--- config.mk ---
export PLATFORM = sky130hd
export DESIGN_NAME = wb_master_bridge
export DESIGN_NICKNAME = d
export VERILOG_FILES = /design/src/rtl/wb_master_bridge.sv
export SDC_FILE = /design/constraint.sdc
export NUM_CORES = 1
export LEC_CHECK = 0
export BUFFER_PORTS_ARGS = -buffer_cell sky130_fd_sc_hd__buf_2
export CORE_ASPECT_RATIO = 0.7
export CORE_MARGIN = 3
export CORE_UTILIZATION = 45
export CTS_CLUSTER_DIAMETER = 120
export DETAILED_ROUTE_END_ITERATION = 12
export GPL_TIMING_DRIVEN = 0
export HOLD_SLACK_MARGIN = 0.06
export PLACE_DENSITY_LB_ADDON = 0.05
export SETUP_SLACK_MARGIN = 0.5
export SYNTH_ARGS = -nofsm -noshare
export SYNTH_HDL_FRONTEND = slang
export SYNTH_SLANG_ARGS = --single-unit
--- constraint.sdc ---
create_clock -name wb_clk_i -period 2.1 [get_ports wb_clk_i]
set_input_delay 0.42 -clock wb_clk_i [delete_from_list [all_inputs] [get_ports wb_clk_i]]
set_output_delay 0.42 -clock wb_clk_i [all_outputs]
set_load 0.02 [all_outputs]
--- src/rtl/wb_master_bridge.sv ---
// Wishbone classic single-transfer initiator: one bus cycle per valid/ready command,
// response returned on a valid/ready stream, with an ack watchdog and a saturating timeout counter.
module wb_master_bridge #(
  parameter int TIMEOUT = 255,
  parameter int CNT_W   = 8
) (
  input  logic             wb_clk_i,
  input  logic             wb_rst_i,
  input  logic             cmd_valid,
  output logic             cmd_ready,
  input  logic             cmd_we,
  input  logic [31:0]      cmd_adr,
  input  logic [31:0]      cmd_dat,
  input  logic [3:0]       cmd_sel,
  output logic             rsp_valid,
  input  logic             rsp_ready,
  output logic [31:0]      rsp_dat,
  output logic             rsp_err,
  output logic             wbm_cyc_o,
  output logic             wbm_stb_o,
  output logic             wbm_we_o,
  output logic [3:0]       wbm_sel_o,
  output logic [31:0]      wbm_adr_o,
  output logic [31:0]      wbm_dat_o,
  input  logic [31:0]      wbm_dat_i,
  input  logic             wbm_ack_i,
  output logic [CNT_W-1:0] timeout_count,
  output logic             busy
);

  localparam int WAIT_W = (TIMEOUT > 2) ? $clog2(TIMEOUT) : 1;
  localparam logic [WAIT_W-1:0] WAIT_LAST = WAIT_W'(TIMEOUT - 1);
  localparam logic [CNT_W-1:0]  CNT_MAX   = {CNT_W{1'b1}};

  typedef enum logic [1:0] {
    ST_IDLE = 2'd0,
    ST_BUS  = 2'd1,
    ST_RESP = 2'd2
  } state_t;

  state_t            state_r;
  state_t            next_state_s;
  logic [WAIT_W-1:0] wait_cnt_r;
  logic              accept_s;
  logic              illegal_s;
  logic              ack_s;
  logic              expire_s;

  // State register
  always_ff @(posedge wb_clk_i) begin
    if (wb_rst_i) begin
      state_r <= ST_IDLE;
    end else begin
      state_r <= next_state_s;
    end
  end

  // Next-state decode and per-state events; ack only matters while in BUS
  always_comb begin
    next_state_s = state_r;
    cmd_ready    = 1'b0;
    accept_s     = 1'b0;
    illegal_s    = 1'b0;
    ack_s        = 1'b0;
    expire_s     = 1'b0;
    busy         = (state_r != ST_IDLE);
    case (state_r)
      ST_IDLE: begin
        cmd_ready = ~wb_rst_i;
        if (cmd_valid) begin
          accept_s = 1'b1;
          if (cmd_we && (cmd_sel == 4'h0)) begin
            illegal_s    = 1'b1;
            next_state_s = ST_RESP;
          end else begin
            next_state_s = ST_BUS;
          end
        end else begin
          next_state_s = ST_IDLE;
        end
      end
      ST_BUS: begin
        if (wbm_ack_i) begin
          ack_s        = 1'b1;
          next_state_s = ST_RESP;
        end else if (wait_cnt_r == WAIT_LAST) begin
          expire_s     = 1'b1;
          next_state_s = ST_RESP;
        end else begin
          next_state_s = ST_BUS;
        end
      end
      ST_RESP: begin
        if (rsp_ready) begin
          next_state_s = ST_IDLE;
        end else begin
          next_state_s = ST_RESP;
        end
      end
      default: begin
        next_state_s = ST_IDLE;
      end
    endcase
  end

  // Registered bus and response outputs; ack takes priority over the watchdog
  always_ff @(posedge wb_clk_i) begin
    if (wb_rst_i) begin
      wbm_cyc_o     <= 1'b0;
      wbm_stb_o     <= 1'b0;
      wbm_we_o      <= 1'b0;
      wbm_sel_o     <= 4'h0;
      wbm_adr_o     <= 32'h0000_0000;
      wbm_dat_o     <= 32'h0000_0000;
      rsp_valid     <= 1'b0;
      rsp_dat       <= 32'h0000_0000;
      rsp_err       <= 1'b0;
      timeout_count <= '0;
      wait_cnt_r    <= '0;
    end else begin
      if (accept_s) begin
        wbm_we_o   <= cmd_we;
        wbm_sel_o  <= cmd_sel;
        wbm_adr_o  <= cmd_adr;
        wbm_dat_o  <= cmd_dat;
        wait_cnt_r <= '0;
        if (illegal_s) begin
          rsp_valid <= 1'b1;
          rsp_err   <= 1'b1;
          rsp_dat   <= 32'h0000_0000;
        end else begin
          wbm_cyc_o <= 1'b1;
          wbm_stb_o <= 1'b1;
        end
      end
      if (ack_s) begin
        wbm_cyc_o <= 1'b0;
        wbm_stb_o <= 1'b0;
        rsp_valid <= 1'b1;
        rsp_err   <= 1'b0;
        rsp_dat   <= wbm_we_o ? 32'h0000_0000 : wbm_dat_i;
      end else if (expire_s) begin
        wbm_cyc_o <= 1'b0;
        wbm_stb_o <= 1'b0;
        rsp_valid <= 1'b1;
        rsp_err   <= 1'b1;
        rsp_dat   <= 32'h0000_0000;
        if (timeout_count != CNT_MAX) begin
          timeout_count <= timeout_count + CNT_W'(1);
        end
      end else if (state_r == ST_BUS) begin
        wait_cnt_r <= wait_cnt_r + WAIT_W'(1);
      end
      if ((state_r == ST_RESP) && rsp_ready) begin
        rsp_valid <= 1'b0;
      end
    end
  end

endmodule

==> results.txt <==
The setup path with the least slack is of type reg -> reg. The overall routing resource usage is 0.236. The floorplan step defined a core boundary enclosing 0.00936 mm^2. The relative slew slack came out at 0.537.

The final period utilization came out at 0.837. The share of flip-flops with an asynchronous set or reset after synthesis is 0. The transition time of the tightest slew-check pin came out at a little under 700 ps. The share of cells above drive strength 1 came out at 0.604.

The portion of synthesized cell area occupied by the leading cell type came out at 0.546. After the last flow step, the layout net total stands at around 880. Walking the worst path, the cells encountered are buf_6 > buf_4 > nand2b_4 > or3_4 > or4_1 > a21oi_1. The final design utilization came out at 0.833. The floorplan row count came out at 29. The I/O pin count is 221. The net count after synthesis came out at 611.

The post-placement worst setup slack is roughly 100 ps. After technology mapping, the gate count stands at 502. The chip width came out at about 130 um.

The maximum resistive drop on vdd is about 0.69 mV. The minimum clock period after layout is approximately 1800 ps. The detailed placer's ending HPWL came out at between 9000 and 10000 um. The number of library cell types mapped by synthesis is between 40 and 50. The post-synthesis average cell area came out at between 8 and 9 um^2.

The initial antenna violation count came out at 0. The count of yosys warnings during synthesis came out at 0. Sorting the synthesized cells by area gives the leading types as dfxtp_1 (55%), nand2_1 (12%), a21oi_1 (9.2%).

The number of global-route vias before repair came out at 4357. The combined area of all synthesized cells came out at roughly 0.0045 mm^2. The worst hold path belongs to the class in -> reg. The count of input and output buffers came out at 219. The synthesis-to-layout area growth came out at 74.4%. The later pin in the worst-skew pair is clocked with a latency of 410 ps. The floorplan step defined a die boundary enclosing approximately 0.011 mm^2.

The total power divided by cell area is about 890 mW/mm^2. The largest clock skew in the final design came out at around 8.4 ps. The worst setup path is launched from a flop.

The total congestion overflow after global routing is 0. The type of destination of the critical path is a flop. The final routed wire length divided by cell count is 17.8 um.

The delay of the slowest critical-path stage came out at 410 ps. dfxtp_1 takes more of the synthesized area than any other cell. The aggregate routed wire length came out at approximately 16000 um. The clock-pin slew of the registers on the worst-case setup and hold paths is approximately 60 ps. Based on the critical path, the design can be clocked at up to 569 MHz.

For this run, the register share of the synthesized area comes to 0.546. After the first detailed-routing iteration, the DRC count stood at ~220. For this design, the slowest cell found on the critical path is or4_1. The number of CTS-inserted buffers came out at 17.

Across all layers, the routed design uses around 4800 vias. The number of DRC violations after detailed routing is 0. The data arrival time of the worst path came out at ~2100 ps. The hold violation count in the final report came out at 0. The clock tree buffer depth came out at 2. The H-tree was split into 4 levels. TritonCTS built the clock tree. The pin count of the biggest net entering global routing came out at 17. The static power due to leakage came out at approximately 3.7 nW. The run finished with clean final reports. The max-slew violation count is 0.

The worst setup margin came out at 343 ps. The initial utilization of the core area, before any placement, comes to 0.478. The tree is rooted in a clkbuf_16. The congestion estimate from routability-driven global placement came to between 0.9 and 1. The sink count of the clock tree is between 100 and 150.

Setup violations remaining at the end of the flow were counted as 0. The number of max-cap violations is 0. Along the worst path, the maximum fanout reaches 4. The flop and latch count out of synthesis came out at 122. The critical path data required time is about 2400 ps.

The y dimension of the die came out at roughly 89 um. The final antenna diode count is 0. For this run, the leading register cell type out of synthesis is dfxtp_1.

The global-route wire length before repair came out at between 20000 and 25000 um. Setup repair after global routing could not meet its margin everywhere. In this run, synthesis inferred 0 flip-flops with an integrated enable.

By count the netlist is led by nand2_1 (145), dfxtp_1 (122), a21oi_1 (82). The via density per instance is ~5.3. In the post-synthesis netlist, the cell with the most instances is nand2_1. The number of antenna-violating nets in the routed design came out at 0. The total iterations of the first detailed-routing run came out at 4.

For the final routed database, the setup TNS stands at 0 ps.
==> power by group <==
group	switching, mW	leakage, nW	internal (mW)	total (mW)
clock network	1.05	0.322	2.19	3.24
logic	0.623	2.38	0.504	1.13
registers	0.108	0.999	2.44	2.55
==> cell usage in the layout, fill, tap and decap left out, types with 4 or more instances in the layout <==
| cell | netlist | routed |
|---|---|---|
| buf_2 | 10 | 223 |
| dfxtp_1 | 122 | 115 |
| nand2_1 | 145 | 79 |
| a21oi_2 | 0 | 54 |
| nand2_4 | 0 | 51 |
| a22o_1 | 32 | 32 |
| a21oi_1 | 82 | 26 |
| clkbuf_16 | 0 | 25 |
| nand2_2 | 0 | 15 |
| buf_6 | 4 | 13 |
| buf_4 | 1 | 11 |
| nand3_1 | 8 | 8 |
| clkbuf_4 | 0 | 7 |
| clkbuf_1 | 22 | 7 |
| dfxtp_2 | 0 | 7 |
| buf_8 | 0 | 6 |
| buf_12 | 0 | 5 |
| a31oi_1 | 5 | 5 |
| bufinv_16 | 0 | 5 |
| clkbuf_2 | 0 | 4 |
| inv_1 | 5 | 4 |
| clkinv_2 | 0 | 4 |
==> area by class of cell <==
type	instances	area, um^2
Timing Repair Buffer	246	1490
Clock inverter	12	194
Sequential cell	122	2450
Buffer	38	345
Clock buffer	20	467
Inverter	5	18.8
Fill cell	539	1560
Multi-Input combinational cell	337	2680
Tap cell	124	155
==> stage by stage <==
stage / area, um^2 / hold slack, ps / total power [mW] / cells
floorplan: 4480 / 460 / 2.98 / 502
detailed placement: 5730 / 443 / 3.29 / 845
finish: 7800 / 232 / 6.91 / 904
CTS: 6650 / 220 / 6.56 / 891
global route: 7800 / 228 / 7.14 / 904
global placement: 5730 / 439 / 3.27 / 845
==> kinds of logic (layout without fill, tap and decap cells) <==
family	Yosys count	after routing	share of synthesized area
AO/OA/AOI/OAI	145	145	0.208
XOR/XNOR	1	1	0.00196
adder cells (fa/ha/maj)	3	3	0.00839
buffers and inverters	43	321	0.0464
flip-flops	122	122	0.546
multiplexers	1	1	0.00252
AND/OR/NAND/NOR	187	187	0.187
==> registers in the layout (all words and copies together) (netlist names) <==
| register | count |
|---|---|
| wbm_sel_o | 4 |
| rsp_valid | 1 |
| rsp_err | 1 |
| wbm_adr_o | 32 |
| wbm_dat_o | 32 |
| rsp_dat | 32 |
| timeout_count | 8 |
| wbm_stb_o | 1 |
| state_r | 2 |
| wbm_we_o | 1 |
| wait_cnt_r | 8 |
==> worst paths after layout <==
kind                      start       endpoint  slack (ps)  depth (start not counted)
hold / removal    wbm_dat_i[18]    rsp_dat[18]         230                          2
setup reg to reg     state_r[1]  wait_cnt_r[7]         340                          6
setup / recovery     state_r[1]  wait_cnt_r[7]         340                          6
hold reg to reg    wbm_adr_o[2]   wbm_adr_o[2]         460                          2
==> worst max-delay path: cells and delay by family, from the launching register on <==
family / cells / cell delay, ps
AO/OA/AOI/OAI: 1 / 150
buffers and inverters: 2 / 250
flip-flops: 1 / 330
AND/OR/NAND/NOR: 3 / 950
==> layer usage <==
metal / track usage / wire, um / vias to the layer above
met2: 0.387 / 8030 / 191
li1: - / - / 2288
met5: 0 / 0 / -
met1: 0.295 / 6720 / 2331
met4: 0.0866 / 184 / 0
met3: 0.0800 / 1160 / 18
==> timing repair <==
action,4_1_cts,5_1_grt
pin swaps,15,124
gates resized for setup,51,266
hold buffers,0,0
hold endpoints to repair,0,0
buffers inserted,10,3
endpoints found under the setup margin,117,120
cloned,4,10
No activity file was read; power rests on OpenSTA's default activity.
